File: config.mk
export PLATFORM = sky130hd
export DESIGN_NAME = mreg_bank
export DESIGN_NICKNAME = d
export VERILOG_FILES = /design/src/rtl/mreg_bank_pkg.sv /design/src/rtl/mreg_bank_reg.sv /design/src/rtl/mreg_bank.sv
export SDC_FILE = /design/constraint.sdc
export NUM_CORES = 1
export LEC_CHECK = 0
export CORE_UTILIZATION = 48
export CTS_CLUSTER_SIZE = 16
export DETAILED_ROUTE_END_ITERATION = 6
export GPL_TIMING_DRIVEN = 0
export PLACE_DENSITY_LB_ADDON = 0.3
export SYNTH_ARGS = -nofsm -noshare
export SYNTH_HDL_FRONTEND = slang
export SYNTH_HIERARCHICAL = 1
export SYNTH_SLANG_ARGS = --single-unit
File: constraint.sdc
create_clock -name Clk -period 5.6 [get_ports Clk]
set_input_delay 1.12 -clock Clk [delete_from_list [all_inputs] [get_ports Clk]]
set_output_delay 1.12 -clock Clk [all_outputs]
set_load 0.005 [all_outputs]
File: src/rtl/mreg_bank_pkg.sv
// Shared constants, response encoding and the saturating error-count helper
// for the mreg_bank register block.
package mreg_bank_pkg;

  localparam int DATA_WIDTH    = 32;
  localparam int ERR_CNT_WIDTH = 8;

  typedef enum logic [1:0] {
    RSP_NONE = 2'd0,
    RSP_ACK  = 2'd1,
    RSP_ERR  = 2'd2
  } rsp_e;

  function automatic logic [ERR_CNT_WIDTH-1:0] sat_add(
    input logic [ERR_CNT_WIDTH-1:0] cnt,
    input logic [1:0]               inc
  );
    logic [ERR_CNT_WIDTH:0] sum;
    sum = {1'b0, cnt} + {{(ERR_CNT_WIDTH-1){1'b0}}, inc};
    if (sum[ERR_CNT_WIDTH]) begin
      sat_add = {ERR_CNT_WIDTH{1'b1}};
    end else begin
      sat_add = sum[ERR_CNT_WIDTH-1:0];
    end
  endfunction

endpackage

File: src/rtl/mreg_bank_reg.sv
// One bank register: loads on its write enable and answers with a one-cycle
// strobe and write acknowledge in the cycle the new value becomes visible.
module mreg_bank_reg
  import mreg_bank_pkg::*;
#(
  parameter int              WIDTH     = 16,
  parameter logic [WIDTH-1:0] RESET_VAL = '0
) (
  input  logic             clk,
  input  logic             rst,
  input  logic             wr_en,
  input  logic [WIDTH-1:0] wr_data,
  output logic [WIDTH-1:0] value,
  output logic             strobe,
  output logic             wack
);

  always_ff @(posedge clk or posedge rst) begin
    if (rst) begin
      value  <= RESET_VAL;
      strobe <= 1'b0;
      wack   <= 1'b0;
    end else begin
      strobe <= wr_en;
      wack   <= wr_en;
      if (wr_en) begin
        value <= wr_data;
      end
    end
  end

endmodule

File: src/rtl/mreg_bank.sv
// mreg_bank: VME word-mapped register bank; write ack two edges after the
// request, read ack one edge after. Define MREG_BANK_RD_PIPE_EN for a 2-cycle read.
module mreg_bank
  import mreg_bank_pkg::*;
#(
  parameter int                          N_REGS     = 4,
  parameter int                          REG_WIDTH  = 16,
  parameter int                          ADDR_WIDTH = 18,
  parameter logic [N_REGS*REG_WIDTH-1:0] RESET_VAL  = '0
) (
  input  logic                          Clk,
  input  logic                          Rst,
  input  logic [ADDR_WIDTH-1:0]         VMEAddr,
  output logic [DATA_WIDTH-1:0]         VMERdData,
  input  logic [DATA_WIDTH-1:0]         VMEWrData,
  input  logic                          VMERdMem,
  input  logic                          VMEWrMem,
  output logic                          VMERdDone,
  output logic                          VMEWrDone,
  output logic                          VMERdError,
  output logic                          VMEWrError,
  output logic [N_REGS*REG_WIDTH-1:0]   regs_o,
  output logic [N_REGS-1:0]             wr_strobe_o,
  output logic [ERR_CNT_WIDTH-1:0]      err_cnt_o
);

  localparam logic [ADDR_WIDTH:0] N_REGS_A = (ADDR_WIDTH+1)'(N_REGS);

  logic                  wr_req;
  logic [ADDR_WIDTH-1:0] wr_addr;
  logic [REG_WIDTH-1:0]  wr_data;
  logic                  wr_err;
  logic                  wr_mapped;
  logic [N_REGS-1:0]     wr_en;
  logic [N_REGS-1:0]     wack;
  logic [REG_WIDTH-1:0]  reg_val [N_REGS];

  logic                  rd_mapped;
  logic [REG_WIDTH-1:0]  rd_word;
  rsp_e                  rd_rsp;
  logic [DATA_WIDTH-1:0] rd_data;
  rsp_e                  out_rsp;

  // Upper write-data bits above REG_WIDTH are intentionally dropped.
  logic unused_wr_bits;
  assign unused_wr_bits = ^VMEWrData;

  assign wr_mapped = ({1'b0, wr_addr} < N_REGS_A);
  assign rd_mapped = ({1'b0, VMEAddr} < N_REGS_A);

  always_ff @(posedge Clk or posedge Rst) begin
    if (Rst) begin
      wr_req  <= 1'b0;
      wr_addr <= '0;
      wr_data <= '0;
      wr_err  <= 1'b0;
    end else begin
      wr_req  <= VMEWrMem;
      wr_addr <= VMEAddr;
      wr_data <= VMEWrData[REG_WIDTH-1:0];
      wr_err  <= wr_req & ~wr_mapped;
    end
  end

  for (genvar i = 0; i < N_REGS; i++) begin : g_reg
    assign wr_en[i] = wr_req && (wr_addr == ADDR_WIDTH'(i));

    mreg_bank_reg #(
      .WIDTH     (REG_WIDTH),
      .RESET_VAL (RESET_VAL[i*REG_WIDTH +: REG_WIDTH])
    ) u_reg (
      .clk     (Clk),
      .rst     (Rst),
      .wr_en   (wr_en[i]),
      .wr_data (wr_data),
      .value   (reg_val[i]),
      .strobe  (wr_strobe_o[i]),
      .wack    (wack[i])
    );

    assign regs_o[i*REG_WIDTH +: REG_WIDTH] = reg_val[i];
  end

  assign VMEWrDone  = |wack;
  assign VMEWrError = wr_err;

  // One-hot OR mux: unmapped addresses select nothing and yield zero.
  always_comb begin
    rd_word = '0;
    for (int i = 0; i < N_REGS; i++) begin
      rd_word = rd_word | (reg_val[i] & {REG_WIDTH{VMEAddr == ADDR_WIDTH'(i)}});
    end
  end

  always_ff @(posedge Clk or posedge Rst) begin
    if (Rst) begin
      rd_rsp  <= RSP_NONE;
      rd_data <= '0;
    end else if (VMERdMem) begin
      if (rd_mapped) begin
        rd_rsp  <= RSP_ACK;
        rd_data <= DATA_WIDTH'(rd_word);
      end else begin
        rd_rsp  <= RSP_ERR;
        rd_data <= '0;
      end
    end else begin
      rd_rsp <= RSP_NONE;
    end
  end

`ifdef MREG_BANK_RD_PIPE_EN
  rsp_e                  rd_rsp_p;
  logic [DATA_WIDTH-1:0] rd_data_p;

  always_ff @(posedge Clk or posedge Rst) begin
    if (Rst) begin
      rd_rsp_p  <= RSP_NONE;
      rd_data_p <= '0;
    end else begin
      rd_rsp_p  <= rd_rsp;
      rd_data_p <= rd_data;
    end
  end

  assign out_rsp   = rd_rsp_p;
  assign VMERdData = rd_data_p;
`else
  assign out_rsp   = rd_rsp;
  assign VMERdData = rd_data;
`endif

  assign VMERdDone  = (out_rsp == RSP_ACK);
  assign VMERdError = (out_rsp == RSP_ERR);

  always_ff @(posedge Clk or posedge Rst) begin
    if (Rst) begin
      err_cnt_o <= '0;
    end else begin
      err_cnt_o <= sat_add(err_cnt_o, {1'b0, VMERdError} + {1'b0, VMEWrError});
    end
  end

endmodule

==> results of run 1 <==
[layout make-up]
| type | count | area (um^2) | area share [%] |
|---|---|---|---|
| flip-flops and latches | 130 | 3253 | 42.09 |
| multi-input cells | 175 | 1846 | 23.88 |
| repair buffers | 134 | 1351 | 17.48 |
| clock buffers | 20 | 456.7 | 5.909 |
| plain buffers | 37 | 334.1 | 4.322 |
| clock inverters | 12 | 203.9 | 2.639 |
| well taps | 140 | 175.2 | 2.266 |
| inverters | 29 | 108.9 | 1.408 |
[power by group]
| part | leakage, nW | internal, mW | switching [mW] |
|---|---|---|---|
| registers | 1.72 | 0.980 | 0.0377 |
| logic | 1.44 | 0.116 | 0.0924 |
| clock network | 0.313 | 0.816 | 0.409 |
[how the worst max path moves through the flow]
stage                     cells after the start                  endpoint  slack, ns
after floorplan                               1  VMERdData[0]$_DFFE_PP0P_       2.94
after global placement                        2    err_cnt_o[6]$_DFF_PP0_       1.61
after detailed placement                      6  VMERdData[4]$_DFFE_PP0P_       2.71
after CTS                                     3                 VMEWrDone       2.56
after global routing                          3                 VMEWrDone       2.53
final                                         3                 VMEWrDone       2.59
[synthesized netlist by cell type, types with 3 or more instances]
master and instances:
o31ai_2 8, nor4_2 4, buf_4 21, mux2_4 40, nor4_1 8, mux2_2 25, o31ai_1 8, inv_1 21
mux4_2 16, nand2_1 23, buf_6 5, nand3_1 3, clkbuf_1 4, dfrtp_1 130, clkinv_1 8, nand2b_1 3
buf_12 4
[tightest hold or removal path, cell delays in order (launching register included)]
cell and delay [ns]:
dfrtp_1 0.35, nand2_1 0.06, o31ai_1 0.05
[per-layer routing]
metal	global-route usage, %	part of all wire, %	up-vias
met3	5.021	5.8	8
li1	-	-	1548
met1	31.53	44	1765
met2	39.89	50	143
met5	0	0	-
met4	6.371	0.46	0
[layout by cell type (no fill, tap or decap), types with 2 or more instances in the layout]
cell,instances
clkdlybuf4s50_1,133
dfrtp_1,130
mux2_4,40
mux2_2,25
nand2_1,23
buf_4,21
inv_1,20
clkbuf_16,17
mux4_2,16
conb_1,16
clkinv_1,8
o31ai_2,8
nor4_1,8
o31ai_1,8
clkbuf_1,5
buf_6,5
bufinv_16,5
buf_12,5
nor4_2,4
nand2b_1,3
nand3_1,3
clkinvlp_4,3
or3_1,2
xor2_1,2
o21ai_0,2
nor3_1,2
and2_1,2
clkinv_4,2
clkbuf_8,2
[sequential cells by signal, indices dropped and copies added, names as in the netlist]
register / count
wr_addr: 18
g.u_reg/wack: 4
wr_req: 1
VMEWrError: 1
out_rsp: 2
err_cnt_o: 8
wr_data: 16
VMERdData: 16
g.u_reg/value: 64
[logic make-up after synthesis]
kind of cell    count (synthesis)  share of synthesized area [%]
flops                         130                          59.31
mux                            81                          22.65
buf+inv                        66                          8.075
simple gates                   53                          5.452
compound gates                 20                          3.376
xor+xnor                        3                         0.4791
fa+ha+maj                       2                         0.5930
other cells                     1                        0.06837
==> out/summary.md, run 1 <==
The run finished with clean final reports. In this run, synthesis produced a sequential element count of 130. STA classifies the critical path endpoint as an output port. The number of cell instances on the worst register-to-register path was 6; the die height was 108.9 um.

The run gives 37.62% as the worst relative slew slack. The final route contains 3464 vias. The first TritonRoute pass finished after 4 iterations.

In the final design database the tool counted 580 nets. The wire length per cell works out to 19.47 um. For this run the aggregate overflow at the end of global routing stands at 0. The tools report the overall power of the completed layout as 2.452 mW. The run gives 38 as the pin count of the biggest net entering global routing. By area the synthesized netlist is led by dfrtp_1 59%, mux2_4 11%, mux4_2 6.6%.

In this design, the stage delay of the slowest critical-path cell is 0.51 ns. In this run the critical register-to-register path is captured at g_reg[1].u_reg/value[7]$_DFFE_PP0P_. The repair_antennas step left the layout with diodes totalling 0. The share of synthesized flip-flops with an asynchronous set or reset works out to 100.0%. The startpoint of the worst hold path was VMERdData[10]$_DFFE_PP0P_. Area growth from synthesis to final layout: 40.90%. The detail route stage leaves a number of antenna-violating nets equal to 0. Clock-pin slew was measured on the worst setup and hold paths at 0.06 ns. The count of unique library cells instantiated by Yosys is 37. Count of final max-slew check failures: 0. The post-CTS setup-driven buffer insertion count was 0. In the synthesized netlist the dominant register cell turns out to be dfrtp_1.

The worst setup path is of the reg -> out kind. Tracing the worst setup path back leads to its startpoint at g_reg[1].u_reg/wack$_DFF_PP0_. The tools report the via count of the first global-routing pass as 3685. The root buffer cell chosen for the clock tree is clkbuf_16. Setup repair after global routing left no endpoint under its margin. Yosys mapped a number of flops with a built-in enable equal to 0. The run gives 17 as the number of buffers inserted during clock tree synthesis. The ratio of final minimum period to clock period was 53.76%; the fraction of the yosys area taken by sequential cells was 59.31%. For the first-pass GRT wire length, the log shows 20.31 mm.

After floorplanning, the core was divided into 38 placement rows. The endpoint required time on the critical path came out at 4.48 ns. Max-cap violations in this run came to 0. The slew at the pin closest to its max-slew limit is 0.9344 ns, and the number of antenna violations at the first check in global routing is 0. The final-report hold violation count was 0; the critical-path maximum fanout was 2.

Worst path setup slack after routing: 2.589 ns. Wire length reported by the detailed router: 13.18 mm. Data arrival time of the critical path: 1.89 ns. The worst min-delay path endpoint was VMERdData[10]$_DFFE_PP0P_. The clock latency on the worst-skew pair came out at 0.40 ns. The die is 108.9 um wide. The maximum count of clock buffers along a single path is 2. The instance count along the most critical hold path came out at 2. TritonCTS built the clock tree. For the setup skew after layout, the log shows 0.01394 ns. The post-placement cell count is 645, and the total of hold buffers inserted after clock tree synthesis is 0. The ratio of total power to cell area works out to 317.2 mW/mm^2. The area fraction of the dominant cell type after synthesis is 59.31%. The min-delay analysis places its worst path in the category reg -> reg. Setup total negative slack on the finished layout was measured at 0 ns.

Timing would allow up to 332.1 MHz. The finished cells cover 0.007729 mm^2. OpenSTA, run right after detailed placement, puts the worst setup slack at 2.710 ns. The initial utilization of the core area, before any placement, comes to 49.94%. The tools report the estimated wirelength of the detail-placed design as 8.871 mm. In this run the cell area of the synthesized design comes to 0.005485 mm^2. The run gives 3.21 ns as the worst setup slack for register-to-register paths. The layout has 769 filler cells. The cell family contributing the most delay on the critical path is buffers and inverters.

During placement, the flow inserted port buffers numbering 133. The slowest stage of the critical path belongs to the cell or4_1. Final hold analysis gives a worst-case slack of 0.4903 ns.

The number of endpoints failing setup at the final stage came out at 0. The worst setup path is launched from a register. In this run the standard cell core region covers 0.01098 mm^2.

The total of cells resized after clock tree synthesis is 0. The cell type with the largest total area after synthesis is dfrtp_1. Each instance of the synthesized netlist takes up on average 15.41 um^2. In the routed design, unresolved DRC markers number 0. The ratio of cells with drive above 1 in the final layout was 29.80%; the cell count after synthesis was 356. The die area is 0.01186 mm^2, and the standby leakage power is 3.472 nW. For this run, the number of Yosys warnings is 6. Counting I/O delays and the setup requirement, the final critical path takes 3.011 ns.

Across every metal layer, demand over resource in global routing totals 23.83%. The global placement routability congestion came out at 0.7867. Number of DRC markers in iteration 0: 143. IR analysis of the VDD net gives a maximum drop of 0.2234 mV. Once layout is complete, the cells apart from fillers number 677.

The tools report the number of clock sinks seen by CTS as 130. The CTS H-tree depth is 4, and the number of buffer and inverter instances along the worst setup path is 2. For this design the top-level I/O count stands at 166. The final core utilization came out at 70.37%. Using the TritonRoute via totals, the vias-per-cell ratio works out to 5.117. Origin of the critical flop-to-flop path: wr_addr[2]$_DFF_PP0_. After detailed placement, the total cell area comes to 0.007068 mm^2. Traced cell by cell, the critical path runs through buf_4, or4_1, clkdlybuf4s50_1.
Power figures use the tool's default switching activity.
==> run 2, diff against run 1 <==
Settings changed: CORE_UTILIZATION 48 to 47.
Clock period 5.6 ns to 3.1 ns, I/O delays scaled along.
==> run 2 against run 1 <==
Critical path depth stayed put. Count of clock-buffer cells in the layout down 2. Sequential share of layout area is 0.12 points lower. Non-clock buffer count did not move. Cell area is 0.28% higher. First-iteration DRC count rose by 5.6%. Clock skew down 0.0045 ns. Worst hold slack worse by 0.0065 ns. Sequential power up 80%. Core utilization shrank 2.5 points. Clock power is 85% higher. Critical path type unchanged.
==> out/summary.md, run 2 (synthesis results as in run 1) <==
Routability-driven placement finished with a final weighted congestion of 0.7824. The routed design has 12.87 mm of wire. For the worst setup path, the data required time is 2.48 ns.

The final global-route overflow total came out at 0. The final-report hold violation count was 0; the flip-flop count of the largest register, all copies and words added was 64. Summed over all nets, the half-perimeter wirelength after detailed placement is 8.873 mm.

The pin count of the biggest net entering global routing is 44, and the area growth from synthesis to final layout is 41.29%. CTS placed an instance of clkbuf_16 at the clock tree root. Count of final max-slew check failures: 0. Most frequent standard cell in the layout excluding fill and tap cells: clkdlybuf4s50_1.

Summed over all cells, the static leakage comes to 3.485 nW. The floorplan step defined a die boundary enclosing 0.01211 mm^2. Of the total power, the share spent switching nets is 21.97%.

Global routing used 22.69% of the available tracks across all layers. The smallest hold slack came out at 0.4838 ns. The worst setup path is launched from a register. The design internal power was 3.502 mW.

The filler cell count was 803. The clock network is responsible for 50.8% of the overall power. Of the cells placed in the final design, the portion with a size suffix greater than 1 is 29.80%. Measured on the finished design, the core utilization comes to 67.87%. Of the available clock period, the critical path in the final layout requires 82.35%.

After clock tree synthesis, the repair step resized 0 gates. The first detailed-routing pass ran for 4 iterations. The filler-free cell count of the finished design was 680. The via count of the first global-routing pass was 3712. The initial core utilization came out at 48.04%. Counting tap cells, the placed design contains a total of 648 instances. In this run the worst path has a maximum fanout of 2. Slew at the pin closest to its max-slew limit: 0.8735 ns. CTS built an H-tree with a depth of 4. The tools report the number of antenna violations at the first check in global routing as 0. Clock-pin slew was measured on the worst setup and hold paths at 0.06 ns.

In the final layout, the registers with the most flip-flops are g.u_reg/value: 64 flops, wr_addr: 18 flops. In this run the standard cell core region covers 0.01142 mm^2. The worst-case IR drop observed on VDD is 0.5614 mV.

The tools report the number of endpoints failing setup at the final stage as 0. The logs give 130 for the number of clock sinks seen by CTS and 3413 for the total via count after detailed routing. Leaving out fill and tap cells, the most frequent cells in the layout are 133 x clkdlybuf4s50_1, 130 x dfrtp_1, 40 x mux2_4. Setup repair after global routing left no endpoint under its margin. The critical path goes through buf_4, or4_1, clkdlybuf4s50_1. After layout, the design draws a total of 4.488 mW. The floorplan has 39 rows. Antenna diode count: 0. The maximum frequency from static timing analysis is 391.7 MHz.

Category of the critical setup timing path: reg -> out. Pin placement for this block handled 166 I/O pins. TritonCTS built the clock tree. The analysis attributes to net switching a power of 985.7 uW.

In this run the cell area measured after placement is 0.007072 mm^2. Number of buffers inserted during clock tree synthesis: 17. The first global-routing pass estimated 19.85 mm of wire. For the data arrival time of the critical path, the log shows 1.93 ns. The run gives 2 as the maximum count of clock buffers along a single path. The number of vias per cell after detailed routing works out to 5.019. Counting flops per register, the top entry is g.u_reg/value.

The quantity of I/O buffers inserted on ports was 133. Cell with the biggest individual delay on the critical path: or4_1. Longest individual stage delay on the worst path: 0.52 ns.

In this run the tightest slew margin relative to its limit is 41.70%. The kind of end point of the critical path is an output port. Setup skew after layout: 0.009402 ns.

In this run the power density over the cells is 579.0 mW/mm^2. The path type of the worst min-delay path was reg -> reg. Sequential cells account for 40.9% of the total power. The clock latency on the worst-skew pair was 0.40 ns. The number of max-cap violations was 0. The worst path in the final design needs a cycle of 2.553 ns, including I/O delays and setup.

Buffers added to address setup during post-CTS repair amount to 0. The number of DRC markers in iteration 0 was 151. The run finished with clean final reports. In this run, post-CTS hold repair placed 0 buffers. The remaining design rule violation count is 0. The number of nets at the end of the flow is 580, and the portion of total power attributed to combinational logic is 8.3%. Measured along the y axis, the die boundary spans 110.0 um. The die is 110.0 um wide. Wire length per cell: 18.93 um. The number of nets still failing antenna checks after routing came out at 0.

The final instance area came out at 0.007750 mm^2.
[run 2: cell count changes in the layout (fill, tap and decap cells not counted)]
| cell | previous run | this run |
|---|---|---|
| clkinv_2 | 1 | 0 |
| inv_6 | 1 | 4 |
| bufinv_16 | 5 | 6 |
| clkinv_4 | 2 | 3 |
| clkinvlp_4 | 3 | 1 |
| clkbuf_8 | 2 | 0 |
[run 2: power by group through the flow]
stage	logic, mW	registers, mW	clock network (mW)
global placement	0.362	1.86	0
global route	0.422	1.85	2.38
detailed placement	0.378	1.87	0
floorplan	0.178	1.86	0
finish	0.373	1.84	2.28
CTS	0.380	1.84	2.31
[run 2: area by class of cell]
class,instances,area (um^2),share of cell area [%]
plain buffers,37,334.1,4.311
clock buffers,18,429.2,5.538
clock inverters,14,249.0,3.213
inverters,29,108.9,1.405
multi-input cells,175,1846,23.81
flip-flops and latches,130,3253,41.98
well taps,143,178.9,2.309
repair buffers,134,1351,17.44
[run 2: worst paths after layout]
kind                       slack [ns]                          start                                   end  cells past startpoint
min                              0.48       VMERdData[8]$_DFFE_PP0P_              VMERdData[8]$_DFFE_PP0P_                      2
max reg2reg                      0.78          wr_addr[13]$_DFF_PP0_  g_reg[2].u_reg/value[12]$_DFFE_PP0P_                      6
min reg2reg                      0.48       VMERdData[8]$_DFFE_PP0P_              VMERdData[8]$_DFFE_PP0P_                      2
min in group asynchronous        0.69                            Rst                  wr_data[0]$_DFF_PP0_                      2
max in group asynchronous        1.72                            Rst  g_reg[2].u_reg/value[12]$_DFFE_PP0P_                      2
max                              0.55  g_reg[1].u_reg/wack$_DFF_PP0_                             VMEWrDone                      3
[run 2: routing by layer]
| metal | up-vias | track usage [%] | share of wire (%) |
|---|---|---|---|
| met5 | - | 0 | 0 |
| li1 | 1534 | - | - |
| met3 | 6 | 6.643 | 6.6 |
| met4 | 0 | 5.810 | 0.67 |
| met1 | 1735 | 29.17 | 43 |
| met2 | 138 | 37.72 | 50 |
[run 2: stage by stage]
stage          TNS, ns  setup slack [ns]
5_1_grt              0            0.5001
3_5_place_dp         0            0.7187
2_1_floorplan        0            0.9386
6_report             0            0.5471
4_1_cts              0            0.5316
3_3_place_gp    -24.72           -0.4032
[run 2: critical path, delay by kind of cell, from the launching register on]
family	cells	cell delay, ns
buffers and inverters	2	0.62
and+or+nand+nor	1	0.52
DFF	1	0.40
==> run 3, diff against run 2 <==
Clock period 3.1 ns to 2.62 ns, I/O delays scaled along.
==> results of run 3 <==
The final DEF is identical to that of run 2. Status: finished, final reports clean.
Among the figures that moved: setup slack after placement 0.7187 ns -> 0.3347 ns; setup slack after layout 0.5471 ns -> 0.1631 ns; register-to-register setup slack 0.78 ns -> 0.30 ns; total power 4.488 mW -> 5.310 mW; worst IR drop on VDD 0.5614 mV -> 0.6642 mV
